<file path="config.mk">
export PLATFORM = sky130hd
export DESIGN_NAME = denorm_shift_pipe_flat
export DESIGN_NICKNAME = d
export VERILOG_FILES = /design/src/rtl/denorm_shift_pipe_if.sv /design/src/rtl/denorm_shift_pipe.sv /design/src/flat_wrapper.sv
export SDC_FILE = /design/constraint.sdc
export NUM_CORES = 1
export LEC_CHECK = 0
export CORE_ASPECT_RATIO = 1.1
export CORE_MARGIN = 2
export CORE_UTILIZATION = 50
export DETAILED_ROUTE_END_ITERATION = 16
export PLACE_DENSITY_LB_ADDON = 0.15
export SLEW_MARGIN = 20
export SYNTH_ARGS = -nofsm -noshare
export SYNTH_HDL_FRONTEND = slang
export SYNTH_SLANG_ARGS = --single-unit
export TNS_END_PERCENT = 1
</file>
<file path="constraint.sdc">
create_clock -name clk -period 3.6 [get_ports clk]
set_clock_uncertainty 0.15 [all_clocks]
set_input_delay 0.9 -clock clk [delete_from_list [all_inputs] [get_ports clk]]
set_output_delay 0.9 -clock clk [all_outputs]
set_load 0.03 [all_outputs]
</file>
<file path="src/rtl/denorm_shift_pipe_if.sv">
// Valid/ready stream bundle for the denormalizer: normalized word + shift in, fixed-point word + flags out.
interface denorm_shift_pipe_if #(
  parameter int WORD_WDT = 64,
  parameter int CNT_WDT  = $clog2(WORD_WDT) + 1,
  parameter int OUT_WDT  = 32
);
  logic                in_valid;
  logic                in_ready;
  logic [WORD_WDT-1:0] in_word;
  logic [CNT_WDT-1:0]  in_lz_cnt;
  logic                out_valid;
  logic                out_ready;
  logic [OUT_WDT-1:0]  out_word;
  logic                out_zero;
  logic                out_sat;

  modport master (
    output in_valid, in_word, in_lz_cnt, out_ready,
    input  in_ready, out_valid, out_word, out_zero, out_sat
  );

  modport slave (
    input  in_valid, in_word, in_lz_cnt, out_ready,
    output in_ready, out_valid, out_word, out_zero, out_sat
  );
endinterface

</file>
<file path="src/rtl/denorm_shift_pipe.sv">
// 3-stage denormalizer: coarse shift, fine shift + guard/sticky, round-half-even with saturation.
// One global advance enable stalls every stage together; bubbles travel with the data.
module denorm_shift_pipe #(
  parameter int WORD_WDT = 64,
  parameter int CNT_WDT  = $clog2(WORD_WDT) + 1,
  parameter int OUT_WDT  = 32,
  parameter int RND_EN   = 1
) (
  input logic clk,
  input logic rst,
  denorm_shift_pipe_if.slave bus
);
  localparam int STAGES = 3;
  localparam int R      = WORD_WDT - OUT_WDT;
  localparam logic [CNT_WDT:0]    W_L     = (CNT_WDT+1)'(WORD_WDT);
  // Selects the sh bits strictly below the guard position inside {sh, 2'b00}
  localparam logic [WORD_WDT+1:0] LO_MASK = {{(WORD_WDT+1-R){1'b0}}, {(R+1){1'b1}}};

  typedef struct packed {
    logic [WORD_WDT-1:0] word;
    logic                sticky;
    logic [2:0]          fine;
  } s1_t;

  typedef struct packed {
    logic [OUT_WDT-1:0] base;
    logic               guard;
    logic               sticky;
  } s2_t;

  logic               adv;
  logic [STAGES:1]    vld_pipe;
  s1_t                s1_d, s1_q;
  s2_t                s2_d, s2_q;
  logic [OUT_WDT-1:0] out_word_q;
  logic               out_zero_q, out_sat_q;

  assign adv = !vld_pipe[STAGES] | bus.out_ready;

  // S1: shift by whole bytes; bits dropped below bit 0 fold into sticky
  logic [CNT_WDT-1:0] coarse;
  logic [CNT_WDT:0]   keep;
  logic               big;

  always_comb begin
    coarse = {bus.in_lz_cnt[CNT_WDT-1:3], 3'b000};
    big    = ({1'b0, bus.in_lz_cnt} >= W_L);
    keep   = W_L - {1'b0, coarse};
    s1_d   = '0;
    s1_d.fine = bus.in_lz_cnt[2:0];
    if (!big) begin
      s1_d.word   = bus.in_word >> coarse;
      s1_d.sticky = |(bus.in_word << keep);
    end
  end

  // S2: residual 0..7 shift into an 8-bit tail, then split base/guard/sticky
  logic [WORD_WDT+7:0] fine_sh;
  logic [WORD_WDT+1:0] shp;

  always_comb begin
    fine_sh     = {s1_q.word, 8'h00} >> s1_q.fine;
    shp         = {fine_sh[WORD_WDT+7:8], 2'b00};
    s2_d        = '0;
    s2_d.base   = fine_sh[WORD_WDT+7 -: OUT_WDT];
    s2_d.guard  = shp[R+1];
    s2_d.sticky = s1_q.sticky | (|fine_sh[7:0]) | (|(shp & LO_MASK));
  end

  // S3: round half to even; a carry out of an all-ones base clamps instead of wrapping
  logic               inc, sat;
  logic [OUT_WDT-1:0] res;

  always_comb begin
    inc = (RND_EN != 0) && s2_q.guard && (s2_q.sticky || s2_q.base[0]);
    sat = inc && (&s2_q.base);
    res = sat ? '1 : s2_q.base + OUT_WDT'(inc);
  end

  always_ff @(posedge clk) begin
    if (rst) begin
      vld_pipe   <= '0;
      s1_q       <= '0;
      s2_q       <= '0;
      out_word_q <= '0;
      out_zero_q <= 1'b0;
      out_sat_q  <= 1'b0;
    end else if (adv) begin
      vld_pipe   <= {vld_pipe[STAGES-1:1], bus.in_valid};
      s1_q       <= s1_d;
      s2_q       <= s2_d;
      out_word_q <= res;
      out_zero_q <= (res == '0);
      out_sat_q  <= sat;
    end
  end

  assign bus.in_ready  = adv;
  assign bus.out_valid = vld_pipe[STAGES];
  assign bus.out_word  = out_word_q;
  assign bus.out_zero  = out_zero_q;
  assign bus.out_sat   = out_sat_q;
endmodule
</file>
<file path="src/flat_wrapper.sv">
// flat-port wrapper written by rule: the top's interface ports become plain ports
module denorm_shift_pipe_flat 
#(
  parameter int WORD_WDT = 64,
  parameter int CNT_WDT  = $clog2(WORD_WDT) + 1,
  parameter int OUT_WDT  = 32,
  parameter int RND_EN   = 1
)
  (clk, rst, bus_in_valid, bus_in_word, bus_in_lz_cnt, bus_out_ready, bus_in_ready, bus_out_valid, bus_out_word, bus_out_zero, bus_out_sat);
  denorm_shift_pipe_if #(.WORD_WDT(WORD_WDT), .CNT_WDT(CNT_WDT), .OUT_WDT(OUT_WDT)) bus_i ();
  input logic clk;
  input logic rst;
  input wire logic [$bits(bus_i.in_valid)-1:0] bus_in_valid;
  input wire logic [$bits(bus_i.in_word)-1:0] bus_in_word;
  input wire logic [$bits(bus_i.in_lz_cnt)-1:0] bus_in_lz_cnt;
  input wire logic [$bits(bus_i.out_ready)-1:0] bus_out_ready;
  output wire logic [$bits(bus_i.in_ready)-1:0] bus_in_ready;
  output wire logic [$bits(bus_i.out_valid)-1:0] bus_out_valid;
  output wire logic [$bits(bus_i.out_word)-1:0] bus_out_word;
  output wire logic [$bits(bus_i.out_zero)-1:0] bus_out_zero;
  output wire logic [$bits(bus_i.out_sat)-1:0] bus_out_sat;
  assign bus_i.in_valid = bus_in_valid;
  assign bus_i.in_word = bus_in_word;
  assign bus_i.in_lz_cnt = bus_in_lz_cnt;
  assign bus_i.out_ready = bus_out_ready;
  assign bus_in_ready = bus_i.in_ready;
  assign bus_out_valid = bus_i.out_valid;
  assign bus_out_word = bus_i.out_word;
  assign bus_out_zero = bus_i.out_zero;
  assign bus_out_sat = bus_i.out_sat;
  denorm_shift_pipe #(.WORD_WDT(WORD_WDT), .CNT_WDT(CNT_WDT), .OUT_WDT(OUT_WDT), .RND_EN(RND_EN)) u_core (.clk(clk), .rst(rst), .bus(bus_i));
endmodule
</file>
Word-level counts from Yosys, hierarchy flattened
Index checks and enable logic that the tools add are counted.
Widths: inputs -> output; s select.
{ "word_totals": {"reg_bits": 139} }
{ "classes": {"add_sub_neg": 2, "order_cmp": 1, "shift": 3, "muxes": 2, "n_bitwise": 3, "reduce_logical": 9} }
{ "op_table": {"columns": ["op", "n"], "rows": [
  ["$shr 72x3->72", 1],
  ["$mux 65", 1],
  ["$reduce_or 64->1", 1],
  ["$shl 64x8->64", 1],
  ["$shr 64x7->64", 1],
  ["$add 32x1->32", 1],
  ["$logic_not 32->1", 1],
  ["$mux 32", 1],
  ["$reduce_and 32->1", 1],
  ["$reduce_or 31->1", 1],
  ["$reduce_or 8->1", 1],
  ["$sub 7x7->8 const A", 1],
  ["$ge 7x7->1 const B", 1],
  ["$or 1x1->1", 3],
  ["$logic_and 1x1->1", 2],
  ["$logic_not 1->1", 1],
  ["$logic_or 1x1->1", 1]
]} }

Longest topological paths before layout
Gate-level depths: netlist of the first run.
{ "logic_depth": {"ltp_word": 5, "ltp_mapped": 10} }

Worst setup path before layout of the first run
Ideal clock, no wire load.
{ "synth_timing": {"kind": "input -> output", "startpoint": "in bus_out_ready", "endpoint": "out bus_in_ready", "arrival_time_ns": 1.741, "t_required_ns": 2.550, "path_slack_ns": 0.809, "stages": 4, "path_buffers": 2, "cell_sequence": "nor2b_1 > clkbuf_1 > inv_2 > clkbuf_1"} }
{ "synth_via": {"elab_chain_len": 1} }
{ "synth_lines": {"columns": ["element", "line_no", "source"], "rows": [
  ["start, declared", "flat_wrapper.sv:16", "input wire logic [$bits(bus_i.out_ready)-1:0] bus_out_ready;"],
  ["$or 1x1->1", "denorm_shift_pipe.sv:38", "assign adv = !vld_pipe[STAGES] | bus.out_ready;"],
  ["end, declared", "flat_wrapper.sv:17", "output wire logic [$bits(bus_i.in_ready)-1:0] bus_in_ready;"]
]} }
No other way between the ends.

Final worst setup path of the first run
Same ends and word-level chain as after synthesis.

==> results of run 1 <==
-- sequential cells by signal, indices dropped and copies added (netlist names) --
name                 count
u_core.bus.out_sat       1
u_core.bus.out_word     32
u_core.bus.out_zero      1
u_core.s1_q             68
u_core.s2_q             34
u_core.vld_pipe          3
-- power groups by stage --
stage | clock [mW] | combinational, mW | sequential (mW)
after global routing | 1.86 | 0.720 | 1.67
after detailed placement | 0 | 0.657 | 1.70
after global placement | 0 | 0.654 | 1.69
after floorplan | 0 | 0.402 | 1.69
after CTS | 1.79 | 0.661 | 1.66
final | 1.77 | 0.666 | 1.66
-- worst register-to-register path, cell delays in order, from the launching register on --
cell	delay [ns]
dfxtp_1	0.36
o21a_1	0.14
ha_1	0.18
ha_1	0.23
nand2_1	0.19
or4_4	0.57
nor4_4	0.28
xnor2_1	0.18
and4b_1	0.22
nand4_1	0.09
o31ai_1	0.20
-- logic make-up (layout without fill, tap and decap cells) --
group,after synthesis,in the layout,synth area share
buffers and inverters,101,181,0.0481
adder cells (fa/ha/maj),3,3,0.00443
flip-flops,139,139,0.328
AND/OR/NAND/NOR,381,381,0.214
XOR/XNOR,28,28,0.0289
multiplexers,124,124,0.187
AO/OA/AOI/OAI,238,238,0.189
-- final cells by class --
| cell class | instances | area share |
|---|---|---|
| Sequential cell | 139 | 0.270 |
| Clock inverter | 13 | 0.0166 |
| Timing Repair Buffer | 139 | 0.129 |
| Multi-Input combinational cell | 774 | 0.514 |
| Inverter | 11 | 0.00401 |
| Clock buffer | 18 | 0.0416 |
| Tap cell | 204 | 0.0248 |
-- layout by cell type, fill, tap and decap left out, types with 3 or more instances in the layout --
cell             instances
a311oi_1                 3
buf_4                   28
clkbuf_16               17
dfxtp_1                137
nand4_1                 13
nor2_1                 168
inv_1                    7
xor2_1                   8
and2_1                   3
mux2_2                  27
clkinv_4                 4
clkinvlp_4               5
nor3_1                  28
a211oi_1                64
inv_2                    3
nand2_1                 74
mux2i_1                 72
bufinv_16                3
nor2b_1                 14
clkdlybuf4s50_1        107
ha_1                     3
a31oi_1                  3
mux4_2                  25
a32oi_1                  8
a21oi_1                 49
o21ai_0                 35
nor4_1                  29
and3_1                   5
nand3_1                 22
xnor2_1                 20
a22oi_1                 60
and4_1                   3
-- metal layers --
metal  GRT usage  part of all wire  vias up
met5           0                 0        -
met3      0.0527             0.042       76
met4       0.156             0.053        0
li1            -                 -     3897
met1       0.331              0.43     3685
met2       0.463              0.48      241
-- metrics by stage --
step / hold WS, ns / util / setup WS (ns) / cell area [sq um]
2_1_floorplan: 0.282 / - / 0.809 / 8480
3_3_place_gp: 0.290 / 0.589 / 0.299 / 9710
3_5_place_dp: 0.297 / 0.589 / 0.295 / 9710
4_1_cts: 0.304 / 0.625 / 0.300 / 10300
5_1_grt: 0.346 / 0.625 / 0.293 / 10300
6_report: 0.307 / 0.625 / 0.315 / 10300
-- how the worst min path moves through the flow --
stage | startpoint | endpoint | slack [ns] | cells past startpoint
floorplan | u_core.vld_pipe[1] | u_core.vld_pipe[1] | 0.28 | 2
global placement | u_core.vld_pipe[1] | u_core.vld_pipe[1] | 0.29 | 2
detailed placement | u_core.vld_pipe[2] | u_core.vld_pipe[2] | 0.30 | 2
CTS | u_core.vld_pipe[2] | u_core.vld_pipe[2] | 0.30 | 2
global route | u_core.bus.out_sat | u_core.bus.out_sat | 0.35 | 2
finish | u_core.vld_pipe[1] | u_core.vld_pipe[1] | 0.31 | 2
==> impl.org, run 1 <==
** Global routing
- Global route overflow :: 0
- The number of global-route vias before repair was 7424.
- First-pass GRT wire length :: 39100 um
- Number of antenna violations at the first check in global routing :: 0
- Pin count of the biggest net entering global routing :: 100
- Across every metal layer, demand over resource in global routing totals 0.276.

** CTS
- Maximum clock path buffer count :: 2
- The H-tree was split into 4 levels.
- CTS Root Cell :: clkbuf_16
- In this run, post-CTS repair resized a total of 0 instances.
- After clock tree synthesis, the clock-pin slew on the worst setup and hold paths is 0.06 ns.
- CTS Buf Count :: 17
- Clock Latency Late Sink :: 0.43 ns
- Clock sinks :: 139
- Clock tree from TritonCTS :: built
- The number of setup buffers added after CTS is 0.
- Total of hold buffers inserted after clock tree synthesis :: 0

** Synthesis
- For this run, the register share of the synthesized area comes to 0.328.
- The commonest cells after synthesis are nor2_1, dfxtp_1, nand2_1.
- The number of nets handed over by synthesis was 1092.
- Ranking of synthesized cells by area :: dfxtp_1, mux2i_1, nor2_1
- Seq cells post-synth :: 139
- Share of flip-flops with an asynchronous set or reset after synthesis :: 0
- Synthesis produced a netlist whose cell count is 1014.
- Dominant cell type by area after synthesis :: dfxtp_1
- For this run, the number of Yosys warnings is 0.
- Area share of the leading cell type in the synthesized netlist :: 0.328
- Post-Syn Area :: 8480 sq um
- In the synthesized netlist the dominant register cell turns out to be dfxtp_1.
- Most common cell in the synthesized netlist :: nor2_1
- A synthesized cell averages 8.36 sq um.
- Counting flops with a built-in enable in the synthesized netlist gives 0.
- The netlist uses 57 different library cells.

** Final layout
- Area taken by flip-flops and latches :: 2790 sq um
- Relative to the synthesized area, the layout overhead comes to 21.6%.
- Number of fill cells :: 1468
- The finished layout holds 1298 standard cells, fillers aside.
- 0 antenna diodes ended up in the layout.
- The net count of the finished layout is 1160.
- The multi-input combinational cells in the finished layout cover a total of 5290 sq um.
- Of the cells placed in the final design, the portion with a size suffix greater than 1 is 0.121.

** Pwr
- Of the total power, combinational logic draws 0.162.
- Internal power :: 2.99 mW
- Clock network fraction of total power :: 0.432
- For this design the ratio of total power to cell area is 398 nW/um^2.
- Lkg Pwr :: 3.77 nW
- The analysis attributes to net switching a power of 1.12 mW.
- Overall power :: 4.10 mW
- Register share of total power :: 0.406
- Share of total power consumed by net switching :: 0.272
- The worst-case IR drop observed on VDD is 384 uV.

** Route
- After detailed routing, the number of vias per cell comes to 6.09.
- Number of iterations in the first detailed-routing pass :: 5
- Detailed-route DRC error count :: 0
- Avg WL per Cell :: 18.9 um
- In this run the remaining antenna-violating nets after routing total 0.
- Iter 0 DRT Violations :: 564
- DR vias :: 7899
- The final layout contains routed wiring with a total length of 24500 um.

** Critical path
- Of all nets on the critical path, the largest fanout is 2.
- Cell breakdown of the critical path :: clkdlybuf4s50_1, nor2b_4, inv_2, clkdlybuf4s50_1
- Worst Setup Path Type :: in2out
- The worst setup path is launched from an input pin.
- Across all register-to-register paths, the minimum setup slack is 0.74 ns.
- The critical path ends at bus_in_ready.
- In this run the number of cells on the critical path is 4.
- Most frequent cell on the critical path :: clkdlybuf4s50_1
- Number of buffer and inverter stages on the critical path :: 3
- In this design, the stage delay of the slowest critical-path cell is 0.68 ns.
- Among cell families on the critical path, the largest total delay comes from buffers and inverters.
- Crit Reg-Reg Endpoint :: u_core.bus.out_zero
- In this run the worst setup path begins at bus_out_ready.
- STA classifies the critical path endpoint as an output port.
- Reg-to-reg startpoint :: u_core.s2_q[0]
- Data on the critical path arrives at its endpoint at 2.23 ns.
- The slowest stage of the critical path is the clkdlybuf4s50_1 cell.
- For the worst flop-to-flop path, the logic depth is 10.
- WP data required :: 2.55 ns

** Die
- In this run the core area contains 49 standard-cell rows.
- Die Span X :: 128 um
- For this configuration, the core starts out at a cell density of 0.514.
- The die covers 18000 sq um.
- In this run the vertical extent of the chip is 141 um.
- Standard cell core area :: 16500 sq um
- Pin placement for this block handled 111 I/O pins.

** Timing
- TNS Setup :: 0 ns
- Setup repair after global routing left no endpoint under its margin.
- The number of hold violations in the final report came to 0.
- The smallest clock period supported by the final layout is computed as 3.28 ns.
- At the pin with the least slew margin, the transition time is 0.937 ns.
- Of the available clock period, the critical path in the final layout requires 0.912.
- Headroom to the max-slew limit :: 0.374
- Number of slew-limit violations in the final report :: 0
- Setup violators final :: 0
- Based on the critical path, the design can be clocked at up to 304 MHz.

** Min path
- Hold WC Path Type :: reg2reg

** Run status
- Run status :: finished, final reports clean

** Placement
- Final weighted congestion in routability-driven placement :: 0.948
- Detailed placement finished with a half-perimeter wire length of 18500 um.
- During placement, the flow inserted port buffers numbering 110.
- Post-Place Cells :: 1267

** Run
- The tool flagged a number of max-cap violations equal to 0.
Note: power is estimated with default switching activity, not from simulation.
==> inputs of run 2 (changes only) <==
--- a/config.mk
+++ b/config.mk
@@ -5,11 +5,14 @@
 export SDC_FILE = /design/constraint.sdc
 export NUM_CORES = 1
 export LEC_CHECK = 0
+export ABC_AREA = 1
 export CORE_ASPECT_RATIO = 1.1
 export CORE_MARGIN = 2
 export CORE_UTILIZATION = 50
 export DETAILED_ROUTE_END_ITERATION = 16
+export HOLD_SLACK_MARGIN = 0.06
 export PLACE_DENSITY_LB_ADDON = 0.15
+export SKIP_LAST_GASP = 1
 export SLEW_MARGIN = 20
 export SYNTH_ARGS = -nofsm -noshare
 export SYNTH_HDL_FRONTEND = slang
==> run 2 against run 1 <==
Flip-flop and latch count is the same. Wire length grew 41%. Setup slack gained 0.067 ns. Total power grew 6.6%. Combinational power grew 35%. Clock power is essentially flat. Largest power group unchanged. Fmax grew 2.1%. Non-clock buffer count is the same. Largest cell class unchanged. Final cell count grew 48%. Synthesized cell count grew 58%. Register-to-register slack lost 0.08 ns.
==> impl.org, run 2 <==
** Synthesis
- Xor and xnor fraction of the mapped netlist area :: 0.00279 (was 0.0289)
- The compound-gate portion of the synthesized area is 0.215 (was 0.189).
- Primary flip-flop cell chosen by synthesis mapping :: dfxtp_1 (unchanged)
- The most repeated cell in the gate-level netlist after synthesis is nand2_1 (was nor2_1).
- Number of nets produced by synthesis :: 1680 (was 1092)
- Syn_area_per_cell :: 5.88 sq um (was 8.36 sq um)
- The warning count from the yosys run came to 0 (unchanged).
- Multiplexer share of the synthesized area :: 0.00425 (was 0.187)
- The area share of the leading cell type in the synthesized netlist was 0.295 (was 0.328).
- Simple logic cell fraction of the synthesized area :: 0.376 (was 0.214)
- Ranking of synthesized cells by area :: dfxtp_1, nand2_1, o21ai_0 (was dfxtp_1, mux2i_1, nor2_1)
- Number of flops mapped to enable cells by yosys :: 0 (unchanged)
- The synthesized flop and latch total was 139 (unchanged).
- The post-synthesis cell type with the largest combined area is dfxtp_1 (unchanged).
- Top cell types by occurrence after synthesis :: nand2_1, nor2_1, inv_1 (was nor2_1, dfxtp_1, nand2_1)
- Synthesized instance count :: 1602 (was 1014)
- The number of unique standard cell types used by synthesis was 44 (was 57).
- The main combinational cell family by area after synthesis is simple AND/OR/NAND/NOR gates (unchanged).
- Adder-Cell Fraction of Synth Area :: 0.00398 (was 0.00443)
- Share of flip-flops with an asynchronous set or reset after synthesis :: 0 (unchanged)
- The combined area of all synthesized cells came to 9430 sq um (was 8480 sq um).
- The sequential area share after synthesis came to 0.295 (was 0.328).

** Critical path
- The register-to-register setup slack came to 0.66 ns (was 0.74 ns).
- Cell depth of the worst flop-to-flop path :: 15 (was 10)
- The data required time of the worst path came to 2.55 ns (about the same).
- Worst Setup Path Type :: in2out (unchanged)
- The data arrival time of the worst path is 2.17 ns (was 2.23 ns).
- The startpoint class of the critical path is an input pin (unchanged).
- Critical path peak fanout :: 2 (unchanged)
- Number of buffer and inverter stages on the critical path :: 3 (unchanged)
- Reg-to-reg startpoint :: u_core.s2_q[2] (was u_core.s2_q[0])
- Worst setup path startpoint :: bus_out_ready (unchanged)
- The type of destination of the critical path was an output port (unchanged).
- Cell breakdown of the critical path: clkdlybuf4s50_1, nor2_4, inv_2, clkdlybuf4s50_1 (was clkdlybuf4s50_1, nor2b_4, inv_2, clkdlybuf4s50_1).
- Path length in cells of the critical path :: 4 (unchanged)
- The capture point of the critical path is bus_in_ready (unchanged).
- Most frequent cell on the critical path :: clkdlybuf4s50_1 (unchanged)
- The critical path's largest stage delay came to 0.66 ns (was 0.68 ns).
- Crit Reg-Reg Endpoint :: u_core.bus.out_zero (unchanged)
- Crit-path leading delay family :: buffers and inverters (unchanged)
- The critical-path cell with the highest stage delay was clkdlybuf4s50_1 (unchanged).

** Placement
- The count of buffers inserted at the top-level ports was 110 (unchanged).
- Post-Place Setup Slack :: 0.378 ns (was 0.295 ns)
- DPL Wire Length :: 27400 um (was 18500 um)
- Post-Place Cells :: 1894 (was 1267)
- The global placement routability congestion is 1.03 (was 0.948).
- The total placed instance area was 10700 sq um (was 9710 sq um).

** Pwr
- The peak ir drop on the vdd network was 324 uV (was 384 uV).
- The leakage power of the design is 5.11 nW (was 3.77 nW).
- The power per cell area came to 387 nW/um^2 (was 398 nW/um^2).

** Final layout
- Max FFs per register :: 68 (unchanged)
- Area delta synth->final :: 19.9% (was 21.6%)
- The layout filler cell count came to 1834 (was 1468).
- NumNets Final :: 1748 (was 1160)
- The diode insertion count for antenna repair is 0 (unchanged).
- Final design area excluding fillers :: 11300 sq um (was 10300 sq um)
- Largest register by flop count :: u_core.s1_q (unchanged)
- The leading cell type in the layout, fill and taps excluded is nand2_1 (was nor2_1).
- The layout cell share with drive strength beyond 1 is 0.0600 (was 0.121).
- Leading cell types in the layout, fill and taps excluded :: nand2_1, nor2_1, inv_1 (was nor2_1, dfxtp_1, clkdlybuf4s50_1)
- Post-layout instance count excluding filler cells :: 1926 (was 1298)

** CTS
- Number of buffers added for setup after CTS :: 0 (unchanged)
- Maximum clock path buffer count :: 2 (unchanged)
- The clock slew at the register clock pins of the worst setup and hold paths is 0.06 ns (about the same).
- The number of hold buffers added after CTS was 0 (unchanged).
- Clock tree from TritonCTS :: built (unchanged)
- Clock sinks :: 139 (unchanged)
- Total of cells resized after clock tree synthesis :: 0 (unchanged)
- CTS Root Cell :: clkbuf_16 (unchanged)
- Clock Latency Late Sink :: 0.43 ns (about the same)
- The number of buffers inserted during clock tree synthesis is 17 (unchanged).
- Maximum level of the CTS H-tree :: 4 (unchanged)

** Die
- Effective utilization at floorplan :: 0.512 (was 0.514)
- Die height :: 148 um (was 141 um)
- The number of rows in the core area is 52 (was 49).
- The area of the die is 20000 sq um (was 18000 sq um).
- Die Span X :: 135 um (was 128 um)
- The top-level port count was 111 (unchanged).
- The placeable core region is 18400 sq um (was 16500 sq um).

** Timing
- Final WS setup :: 0.382 ns (was 0.315 ns)
- Number of slew-limit violations in the final report :: 0 (unchanged)
- The highest clock frequency the design can meet was 311 MHz (was 304 MHz).
- The number of hold violations in the final report came to 0 (unchanged).
- Unrepaired setup endpoints after global routing: no (unchanged).
- Headroom to the max-slew limit :: 0.365 (was 0.374)
- The final critical-path required period came to 3.22 ns (was 3.28 ns).
- The final period utilization is 0.894 (was 0.912).
- Measured slew at the worst slew-check pin :: 0.953 ns (was 0.937 ns)
- Setup violators final :: 0 (unchanged)
- The setup total negative slack is 0 ns (unchanged).

** Route
- Detailed-route DRC error count :: 0 (unchanged)
- The detailed-router iteration count before antenna repair is 5 (unchanged).
- The wire length reported by the detailed router was 34600 um (was 24500 um).
- Iter 0 DRT Violations :: 829 (was 564)
- The count of nets left with antenna violations after detail routing was 0 (unchanged).
- Avg WL per Cell :: 18.0 um (was 18.9 um)
- DR vias :: 10.9k (was 7899)
- The via density per instance came to 5.68 (was 6.09).

** Global routing
- The maximum number of pins on one net before global-route repair was 97 (was 100).
- Number of antenna violations at the first check in global routing :: 0 (unchanged)
- The leftover overflow at the end of global routing is 0 (unchanged).
- First-pass GRT wire length :: 53500 um (was 39100 um)
- Number of global-route vias before repair :: 10.2k (was 7424)
- GRT Overall Usage :: 0.346 (was 0.276)

** Run
- The max capacitance violation total was 0 (unchanged).

** Min path
- The kind of path behind the tightest hold check is reg2reg (unchanged).

** Run status
- Run status: finished, final reports clean (unchanged).
run 2: cell type report:
| type | instances | area [sq um] | share of cell area |
|---|---|---|---|
| multi-input combinational | 1213 | 5680 | 0.503 |
| sequential | 139 | 2780 | 0.246 |
| timing repair buffer | 139 | 1330 | 0.118 |
| inverter | 160 | 601 | 0.0531 |
| clock buffer | 18 | 439 | 0.0389 |
| tap | 243 | 304 | 0.0269 |
| clock inverter | 14 | 160 | 0.0142 |
run 2: per-layer routing:
| metal | track usage | part of all wire | vias up |
|---|---|---|---|
| met3 | 0.0439 | 0.049 | 127 |
| met4 | 0.271 | 0.086 | 0 |
| met5 | 0 | 0 | - |
| li1 | - | - | 5403 |
| met1 | 0.376 | 0.38 | 4961 |
| met2 | 0.604 | 0.49 | 457 |
run 2: through the flow:
stage | hold WS (ns) | total power, mW | util
final | 0.307 | 4.37 | 0.614
after global routing | 0.341 | 4.54 | 0.614
after CTS | 0.311 | 4.37 | 0.614
after detailed placement | 0.302 | 2.60 | 0.581
after global placement | 0.288 | 2.59 | 0.581
after floorplan | 0.280 | 2.24 | -
run 2: logic make-up (layout without fill, tap and decap cells):
family,count (synthesis),in the layout
buffers and inverters,250,331
multiplexers,4,4
AND/OR/NAND/NOR,854,854
adder cells (fa/ha/maj),3,3
flip-flops,139,139
AO/OA/AOI/OAI,349,349
XOR/XNOR,3,3
run 2: report_power, final:
group	switching [mW]	total [mW]	internal [mW]	leakage [nW]
Combinational	0.573	0.898	0.325	3.68
Clock	0.730	1.78	1.06	0.292
Sequential	0.0760	1.69	1.62	1.13
run 2: worst min path at each step:
stage | startpoint | slack, ns | cells after the start | to
global route | u_core.vld_pipe[2] | 0.34 | 2 | u_core.vld_pipe[2]
detailed placement | u_core.vld_pipe[2] | 0.30 | 2 | u_core.vld_pipe[2]
floorplan | u_core.vld_pipe[2] | 0.28 | 2 | u_core.vld_pipe[2]
global placement | u_core.vld_pipe[2] | 0.29 | 2 | u_core.vld_pipe[2]
finish | u_core.vld_pipe[2] | 0.31 | 2 | u_core.vld_pipe[2]
CTS | u_core.vld_pipe[2] | 0.31 | 2 | u_core.vld_pipe[2]
run 2: worst register-to-register path, cell delays in order (launching register included):
cell and delay [ns]:
dfxtp_1 0.43, o21a_1 0.29, ha_1 0.31, ha_1 0.28
nand3_2 0.16, inv_2 0.18, nand2_4 0.10, o21ai_1 0.13
nand2_1 0.16, inv_1 0.09, nand3_1 0.07, nor2_1 0.14
nand3_1 0.09, nor2_1 0.13, nand2_1 0.07, a21oi_2 0.10
==> inputs of run 3 (changes only) <==
--- a/config.mk
+++ b/config.mk
@@ -6,6 +6,7 @@
 export NUM_CORES = 1
 export LEC_CHECK = 0
 export ABC_AREA = 1
+export CAP_MARGIN = 20
 export CORE_ASPECT_RATIO = 1.1
 export CORE_MARGIN = 2
 export CORE_UTILIZATION = 50
==> results of run 3 <==
Final layout, timing and power as in run 2 (identical DEF).
